`config.mk`:
```
export PLATFORM = sky130hd
export DESIGN_NAME = forward_ctrl
export DESIGN_NICKNAME = d
export VERILOG_FILES = /design/src/rtl/forward_ctrl_pkg.sv /design/src/rtl/fwd_sel_cmp.sv /design/src/rtl/forward_ctrl.sv
export SDC_FILE = /design/constraint.sdc
export NUM_CORES = 1
export LEC_CHECK = 0
export CORE_MARGIN = 2
export CORE_UTILIZATION = 45
export DETAILED_ROUTE_END_ITERATION = 8
export PLACE_DENSITY = 0.65
export SLEW_MARGIN = 10
export SYNTH_ARGS = -nofsm -noshare
export SYNTH_HDL_FRONTEND = slang
export SYNTH_SLANG_ARGS = --single-unit
```
`constraint.sdc`:
```
create_clock -name clk_i -period 3.82 [get_ports clk_i]
set_input_delay 0.764 -clock clk_i [delete_from_list [all_inputs] [get_ports clk_i]]
set_output_delay 0.764 -clock clk_i [all_outputs]
set_load 0.02 [all_outputs]
```
`src/rtl/forward_ctrl_pkg.sv`:
```
// forward_ctrl_pkg: shared types and constants for the EX-stage forwarding controller.
//   stage_ctrl_t : per-stage shadow record of destination/source register metadata.
//   FWD_*        : select codes driven into the EX operand mux4input instances.
package forward_ctrl_pkg;

   typedef struct packed {
      logic       valid;
      logic [4:0] rd;
      logic       wren;
      logic       load;
      logic [4:0] rs1;
      logic [4:0] rs2;
      logic       rs1_use;
      logic       rs2_use;
   } stage_ctrl_t;

   // Must track `DATA_00..`DATA_11 as decoded by mux4input.
   localparam logic [1:0] FWD_RF  = 2'b00;
   localparam logic [1:0] FWD_MEM = 2'b01;
   localparam logic [1:0] FWD_WB  = 2'b10;
   localparam logic [1:0] FWD_RET = 2'b11;

   localparam stage_ctrl_t STAGE_BUBBLE = '0;

   // x0 is hardwired, so a write to it never produces a forwardable value.
   function automatic logic is_writer(stage_ctrl_t s);
      return s.valid & s.wren & (s.rd != 5'd0);
   endfunction

endpackage

```
`src/rtl/fwd_sel_cmp.sv`:
```
// fwd_sel_cmp: priority comparator producing one EX operand mux select.
//   rs_i     : source register address of the EX instruction
//   rs_use_i : operand is read by a valid EX instruction
//   mem_i    : shadow record of the MEM stage (youngest, highest priority)
//   wb_i     : shadow record of the WB stage
//   ret_i    : shadow record of the retired stage
//   sel_o    : FWD_MEM / FWD_WB / FWD_RET on a match, FWD_RF otherwise
module fwd_sel_cmp
   import forward_ctrl_pkg::*;
(
   input  logic [4:0]  rs_i,
   input  logic        rs_use_i,
   input  stage_ctrl_t mem_i,
   input  stage_ctrl_t wb_i,
   input  stage_ctrl_t ret_i,
   output logic [1:0]  sel_o
);

   always_comb begin
      sel_o = FWD_RF;
      if (rs_use_i && (rs_i != 5'd0)) begin
         if (is_writer(mem_i) && (mem_i.rd == rs_i)) begin
            sel_o = FWD_MEM;
         end else if (is_writer(wb_i) && (wb_i.rd == rs_i)) begin
            sel_o = FWD_WB;
         end else if (is_writer(ret_i) && (ret_i.rd == rs_i)) begin
            sel_o = FWD_RET;
         end
      end
   end

endmodule

```
`src/rtl/forward_ctrl.sv`:
```
// forward_ctrl: hazard and forwarding controller for the pipelined RV32I core.
//   clk_i, rst_ni          : core clock, async active-low reset
//   en_i                   : pipeline advance (0 = memory wait, all state holds)
//   flush_i                : squash the instruction in ID
//   id_*                   : register metadata of the instruction in ID
//   fwd_a_sel_o/fwd_b_sel_o: EX operand mux selects (from shadow state only)
//   stall_o                : load-use stall toward IF/ID, bubble into EX
//   stall_cnt_o/fwd_cnt_o  : saturating debug event counters
module forward_ctrl
   import forward_ctrl_pkg::*;
#(
   parameter int unsigned CNT_W = 16
) (
   input  logic             clk_i,
   input  logic             rst_ni,
   input  logic             en_i,
   input  logic             flush_i,
   input  logic             id_valid_i,
   input  logic [4:0]       id_rs1_i,
   input  logic [4:0]       id_rs2_i,
   input  logic             id_rs1_use_i,
   input  logic             id_rs2_use_i,
   input  logic [4:0]       id_rd_i,
   input  logic             id_wren_i,
   input  logic             id_load_i,
   output logic [1:0]       fwd_a_sel_o,
   output logic [1:0]       fwd_b_sel_o,
   output logic             stall_o,
   output logic [CNT_W-1:0] stall_cnt_o,
   output logic [CNT_W-1:0] fwd_cnt_o
);

   stage_ctrl_t ex_q, mem_q, wb_q, ret_q;
   stage_ctrl_t id_stage, ex_d;
   logic [CNT_W-1:0] stall_cnt_q, fwd_cnt_q;
   logic ex_load_wr, fwd_any;

   always_comb begin
      id_stage         = STAGE_BUBBLE;
      id_stage.valid   = id_valid_i;
      id_stage.rd      = id_rd_i;
      id_stage.wren    = id_wren_i;
      id_stage.load    = id_load_i;
      id_stage.rs1     = id_rs1_i;
      id_stage.rs2     = id_rs2_i;
      id_stage.rs1_use = id_rs1_use_i;
      id_stage.rs2_use = id_rs2_use_i;
   end

   // A load in EX has no data until MEM completes, so a dependent ID must wait one cycle.
   assign ex_load_wr = is_writer(ex_q) & ex_q.load;
   assign stall_o    = id_valid_i & ~flush_i & ex_load_wr &
                       ((id_rs1_use_i & (id_rs1_i == ex_q.rd)) |
                        (id_rs2_use_i & (id_rs2_i == ex_q.rd)));

   always_comb begin
      ex_d = id_stage;
      if (flush_i || stall_o || !id_valid_i) begin
         ex_d = STAGE_BUBBLE;
      end
   end

   fwd_sel_cmp u_cmp_a (
      .rs_i     (ex_q.rs1),
      .rs_use_i (ex_q.valid & ex_q.rs1_use),
      .mem_i    (mem_q),
      .wb_i     (wb_q),
      .ret_i    (ret_q),
      .sel_o    (fwd_a_sel_o)
   );

   fwd_sel_cmp u_cmp_b (
      .rs_i     (ex_q.rs2),
      .rs_use_i (ex_q.valid & ex_q.rs2_use),
      .mem_i    (mem_q),
      .wb_i     (wb_q),
      .ret_i    (ret_q),
      .sel_o    (fwd_b_sel_o)
   );

   assign fwd_any = (fwd_a_sel_o != FWD_RF) | (fwd_b_sel_o != FWD_RF);

   always_ff @(posedge clk_i or negedge rst_ni) begin
      if (!rst_ni) begin
         ex_q        <= STAGE_BUBBLE;
         mem_q       <= STAGE_BUBBLE;
         wb_q        <= STAGE_BUBBLE;
         ret_q       <= STAGE_BUBBLE;
         stall_cnt_q <= '0;
         fwd_cnt_q   <= '0;
      end else if (en_i) begin
         ret_q <= wb_q;
         wb_q  <= mem_q;
         mem_q <= ex_q;
         ex_q  <= ex_d;
         if (stall_o && (stall_cnt_q != '1)) begin
            stall_cnt_q <= stall_cnt_q + 1'b1;
         end
         if (fwd_any && (fwd_cnt_q != '1)) begin
            fwd_cnt_q <= fwd_cnt_q + 1'b1;
         end
      end
   end

   assign stall_cnt_o = stall_cnt_q;
   assign fwd_cnt_o   = fwd_cnt_q;

endmodule

```
== Word-level counts from Yosys, hierarchy flattened ==
Cells that the tools add are included.

* $add $sub $neg: 2
* Equality and inequality tests: 10
* Multiplexer cells: 9
* Bitwise logic cells: 19
* Reduce and logical (&&, ||, !) cells: 23

{| class="wikitable"
|+ Operator list
! operator !! number
|-
| == test 5 bit || 8
|-
| adder 16 x 1 -> 16 bit, second input constant || 2
|-
| != test 16 bit, second input constant || 2
|-
| nonzero test 5 bit || 6
|-
| two-way mux 20 bit || 1
|-
| AND 1 bit || 16
|-
| two-way mux 2 bit || 8
|-
| logical AND 1 bit || 10
|-
| AND reduction 2 bit || 2
|-
| nonzero test 2 bit || 2
|-
| logical OR 1 bit || 2
|-
| OR 1 bit || 2
|-
| logical NOT 1 bit || 1
|-
| inverter 1 bit || 1
|}

* Bits in registers: 73
* Output and inout bits: 37
* Logic and storage cells: 82

== Longest topological paths before layout ==
* Depth in word-level cells: 11
* Mapped depth: 10
* Depth with buffers taken out: 8

== By module ==
A second synthesis with hierarchy kept.

* Cells, all modules: 416
* Area total of the unflattened synthesis: 5306.3 sq um

{| class="wikitable"
|+ Modules (own cells, without submodules)
! module !! times used !! cells each !! area each (sq um)
|-
| forward_ctrl || 1 || 336 || 4708.3
|-
| fwd_sel_cmp || 2 || 40 || 299.0
|}

== Worst setup path after synthesis ==
Ideal clock, no wire load.

* Kind: reg2out
* From: reg mem_q[14] (netlist name)
* To: out fwd_a_sel_o[1]
* Arrival: 1.732 ns
* Path slack: 1.324 ns
* Cell stages (with the launch flop): 5
* Buffers on the path: 0
* Cell sequence: dfrtp_1 -> or4_1 -> o211ai_2 -> nor4_2 -> nor3_1

* Longest elaborated chain between the ends: 5
* Elaborated cells between the ends (all ways): 6

{| class="wikitable"
|+ Ends and longest elaborated chain
! element !! RTL line !! source
|-
| start, declared || forward_ctrl.sv:33 || <nowiki>stage_ctrl_t ex_q, mem_q, wb_q, ret_q;</nowiki>
|-
| start signal, assigned || forward_ctrl.sv:94 || <nowiki>mem_q <= ex_q;</nowiki>
|-
| nonzero test 5 bit || forward_ctrl_pkg.sv:27 || <nowiki>return s.valid & s.wren & (s.rd != 5'd0);</nowiki>
|-
| AND 1 bit || forward_ctrl_pkg.sv:27 ||
|-
| logical AND 1 bit (*) || fwd_sel_cmp.sv:22 || <nowiki>if (is_writer(mem_i) && (mem_i.rd == rs_i)) begin</nowiki>
|-
| two-way mux 2 bit (*) || fwd_sel_cmp.sv:22 ||
|-
| two-way mux 2 bit (*) || fwd_sel_cmp.sv:21 || <nowiki>if (rs_use_i && (rs_i != 5'd0)) begin</nowiki>
|-
| end, declared || forward_ctrl.sv:26 || <nowiki>output logic [1:0] fwd_a_sel_o,</nowiki>
|}

Every way passes the cells marked *; elsewhere a longest branch is shown, timed or not.

== Final worst setup path ==
Ends and elaborated chain as after synthesis.

==> impl_metrics.env <==
export IMPL_rsz0062_at_grt="no"
export IMPL_synthCells=317
export IMPL_layout_min_cycle_time_ns=3.33
export IMPL_postCtsSetupBuffers=0
export IMPL_drc_errors=0
export IMPL_avgViaCountPerCell=5.38
export IMPL_critPathLaunchType="flop"
export IMPL_first_pass_iters=6
export IMPL_syn_mean_instance_area_um2=11.5
export IMPL_end_kind="primary output"
export IMPL_die_w_um=94.1
export IMPL_drtIter0Drc=64
export IMPL_tightestPinTransition_ns=0.925
export IMPL_total_power_uw=1770
export IMPL_peakVddDrop_mv=0.261
export IMPL_worstPathRequired_ns=3.06
export IMPL_fp_coreArea_um2=7810
export IMPL_clk_latency_ns=0.35
export IMPL_n_fill_cell=687
export IMPL_grt_max_degree=74
export IMPL_wl_per_cell_um=15.8
export IMPL_io_pins=61
export IMPL_max_cap_violations=0
export IMPL_clock_path_buffers=2
export IMPL_overflow=0
export IMPL_grt_pass1_wl_um=12900
export IMPL_die_area_um2=8860
export IMPL_detailed_place_hpwl_um=5500
export IMPL_grt_antenna_before_repair=0
export IMPL_ys_seq_elements=73
export IMPL_cts_root_buf="clkbuf_8"
export IMPL_io_buffer_count=60
export IMPL_path_max_fanout=5
export IMPL_placed_cells=470
export IMPL_worstSetupPathType="flop to primary output"
export IMPL_syn_area_um2=3660
export IMPL_floorplan_initialDensity_pct=46.8
export IMPL_status="finished clean"
export IMPL_hp_class="flop to flop"
export IMPL_cts_resized_gates=0
export IMPL_floorplan_rows=32
export IMPL_power_density_nw_per_um2=385
export IMPL_ys_seq_area_share_pct=50.0
export IMPL_final_layout_size_suffix_gt1_share_pct=14.8
export IMPL_wirelength_um=7700
export IMPL_ant_nets=0
export IMPL_finalSetupTns_ns=0
export IMPL_cts_made_buffers=9
export IMPL_grt_pass1_vias=2582
export IMPL_antenna_cells=0
export IMPL_slew_viol_final=0
export IMPL_gp_congestion=0.810
export IMPL_nets=405
export IMPL_clock_fmax_mhz=300
export IMPL_synth_cell_type_count=39
export IMPL_yosysWarnings=0
export IMPL_finalNonFillerCells=486
export IMPL_die_h_um=94.1
export IMPL_clk_pin_slew_ns=0.07
export IMPL_cts_hold_buf=0
export IMPL_setup_viol=0
export IMPL_syn_to_final_growth_pct=25.8
export IMPL_hold_viol_final=0
export IMPL_slew_headroom_pct=38.3
export IMPL_leakagePower_uw=0.00203
export IMPL_syn_nets=343
export IMPL_cts_tree="built"
export IMPL_fin_skew_ns=0.0110
export IMPL_arrival_ns=2.57
export IMPL_h_tree_depth=3
export IMPL_via_count=2617
export IMPL_period_share_pct=87.3
export IMPL_cts_sinks=73
export IMPL_grtUsageTotal_pct=19.0
layout make-up:
cell class	instances	area (µm²)	area share [%]
sequential	73	1830	39.7
multi-input combinational	227	1760	38.3
timing repair buffer	64	626	13.6
clock buffer	11	141	3.07
tap	102	128	2.78
clock inverter	5	103	2.23
inverter	4	15.0	0.327
flip-flops by register name, summed over array words and instances (netlist names):
name         count
ret_q            7
stall_cnt_o     16
mem_q            7
ex_q            20
fwd_cnt_o       16
wb_q             7
cell usage after synthesis (all sizes together):
| cell | count | area, µm² |
|---|---|---|
| dfrtp | 73 | 1830 |
| xnor2 | 47 | 412 |
| mux2 | 23 | 259 |
| xor2 | 21 | 184 |
| a22o | 19 | 166 |
| nand2 | 19 | 71.3 |
| nand3 | 18 | 100 |
| nor2 | 18 | 67.6 |
| nand4 | 12 | 87.6 |
| buf | 7 | 38.8 |
| nor4 | 7 | 68.8 |
| and3 | 6 | 37.5 |
| clkbuf | 6 | 22.5 |
| or4 | 6 | 45.0 |
| a21oi | 5 | 28.8 |
| o211ai | 5 | 47.5 |
| inv | 4 | 15.0 |
| nor3 | 4 | 20.0 |
| nor4b | 3 | 26.3 |
| and2 | 2 | 12.5 |
| and4 | 2 | 17.5 |
| ha | 2 | 25.0 |
| o31ai | 2 | 33.8 |
| a21o | 1 | 7.51 |
| a31oi | 1 | 6.26 |
| a41oi | 1 | 8.76 |
| nor2b | 1 | 6.26 |
| o21a | 1 | 7.51 |
| o22ai | 1 | 6.26 |
critical path, stage by stage (launching register included):
cell and delay (ns):
dfrtp_1 0.44, or4_1 0.59, o211ai_2 0.24, nor4_2 0.12, nor3_1 0.18, clkdlybuf4s50_1 0.65
cell usage in the layout (no fill, tap or decap), types with 3 or more instances in the layout:
master and instances:
and3_1 6, a22o_1 19, nor3_1 4, nor4_2 4, or4_1 6, a21oi_1 4, nand4_1 10, nor4_1 3
inv_1 3, nand3_1 16, bufinv_16 3, nor2_1 18, clkdlybuf4s50_1 59, mux2_2 22, dfrtp_1 73, xnor2_1 47
buf_4 4, xor2_1 21, nand2_1 19, o211ai_1 3, clkbuf_8 10
cells by family (layout without fill, tap and decap cells):
| group | count (synthesis) | count (layout) | share of synthesized area, % |
|---|---|---|---|
| adder cells (fa/ha/maj) | 2 | 2 | 0.684 |
| flip-flops | 73 | 73 | 50.0 |
| multiplexers | 23 | 23 | 7.08 |
| buffers and inverters | 17 | 84 | 2.09 |
| AND/OR/NAND/NOR | 98 | 98 | 15.3 |
| XOR/XNOR | 68 | 68 | 16.3 |
| AO/OA/AOI/OAI | 36 | 36 | 8.56 |
final timing paths:
check / from / to / slack (ns) / cells past startpoint
worst max-delay path: mem_q[14]$_DFFE_PN0P_ / fwd_a_sel_o[1] / 0.49 / 5
worst min-delay path: stall_cnt_o[10]$_DFFE_PN0P_ / stall_cnt_o[10]$_DFFE_PN0P_ / 0.49 / 1
worst max register to register: ex_q[6]$_DFFE_PN0P_ / fwd_cnt_o[1]$_DFFE_PN0P_ / 1.28 / 6
worst min register to register: stall_cnt_o[10]$_DFFE_PN0P_ / stall_cnt_o[10]$_DFFE_PN0P_ / 0.49 / 1
max in group asynchronous: rst_ni / ret_q[13]$_DFFE_PN0P_ / 2.59 / 2
min in group asynchronous: rst_ni / stall_cnt_o[6]$_DFFE_PN0P_ / 0.62 / 2
power breakdown:
part           switching (µW)  total (µW)  internal (µW)
logic                    75.2         174           98.9
registers                53.7         861            807
clock network             283         734            451
total                     412        1770           1360
stage by stage:
step / setup WS (ns) / utilization [%] / hold slack [ns] / area [µm²]
finish: 0.485 / 58.9 / 0.491 / 4600
detailed placement: 0.500 / 55.8 / 0.486 / 4350
floorplan: 1.32 / - / 0.468 / 3660
global placement: 0.545 / 55.8 / 0.477 / 4350
global route: 0.345 / 58.9 / 0.527 / 4600
CTS: 0.468 / 58.9 / 0.500 / 4600
per-layer routing:
metal	global-route usage (%)	wire, µm	up-vias
li1	-	-	1255
met1	24.6	3520	1298
met2	31.4	3810	55
met3	5.30	276	9
met4	4.83	95	0
met5	0	0	-
Power figures use the tool's default switching activity.
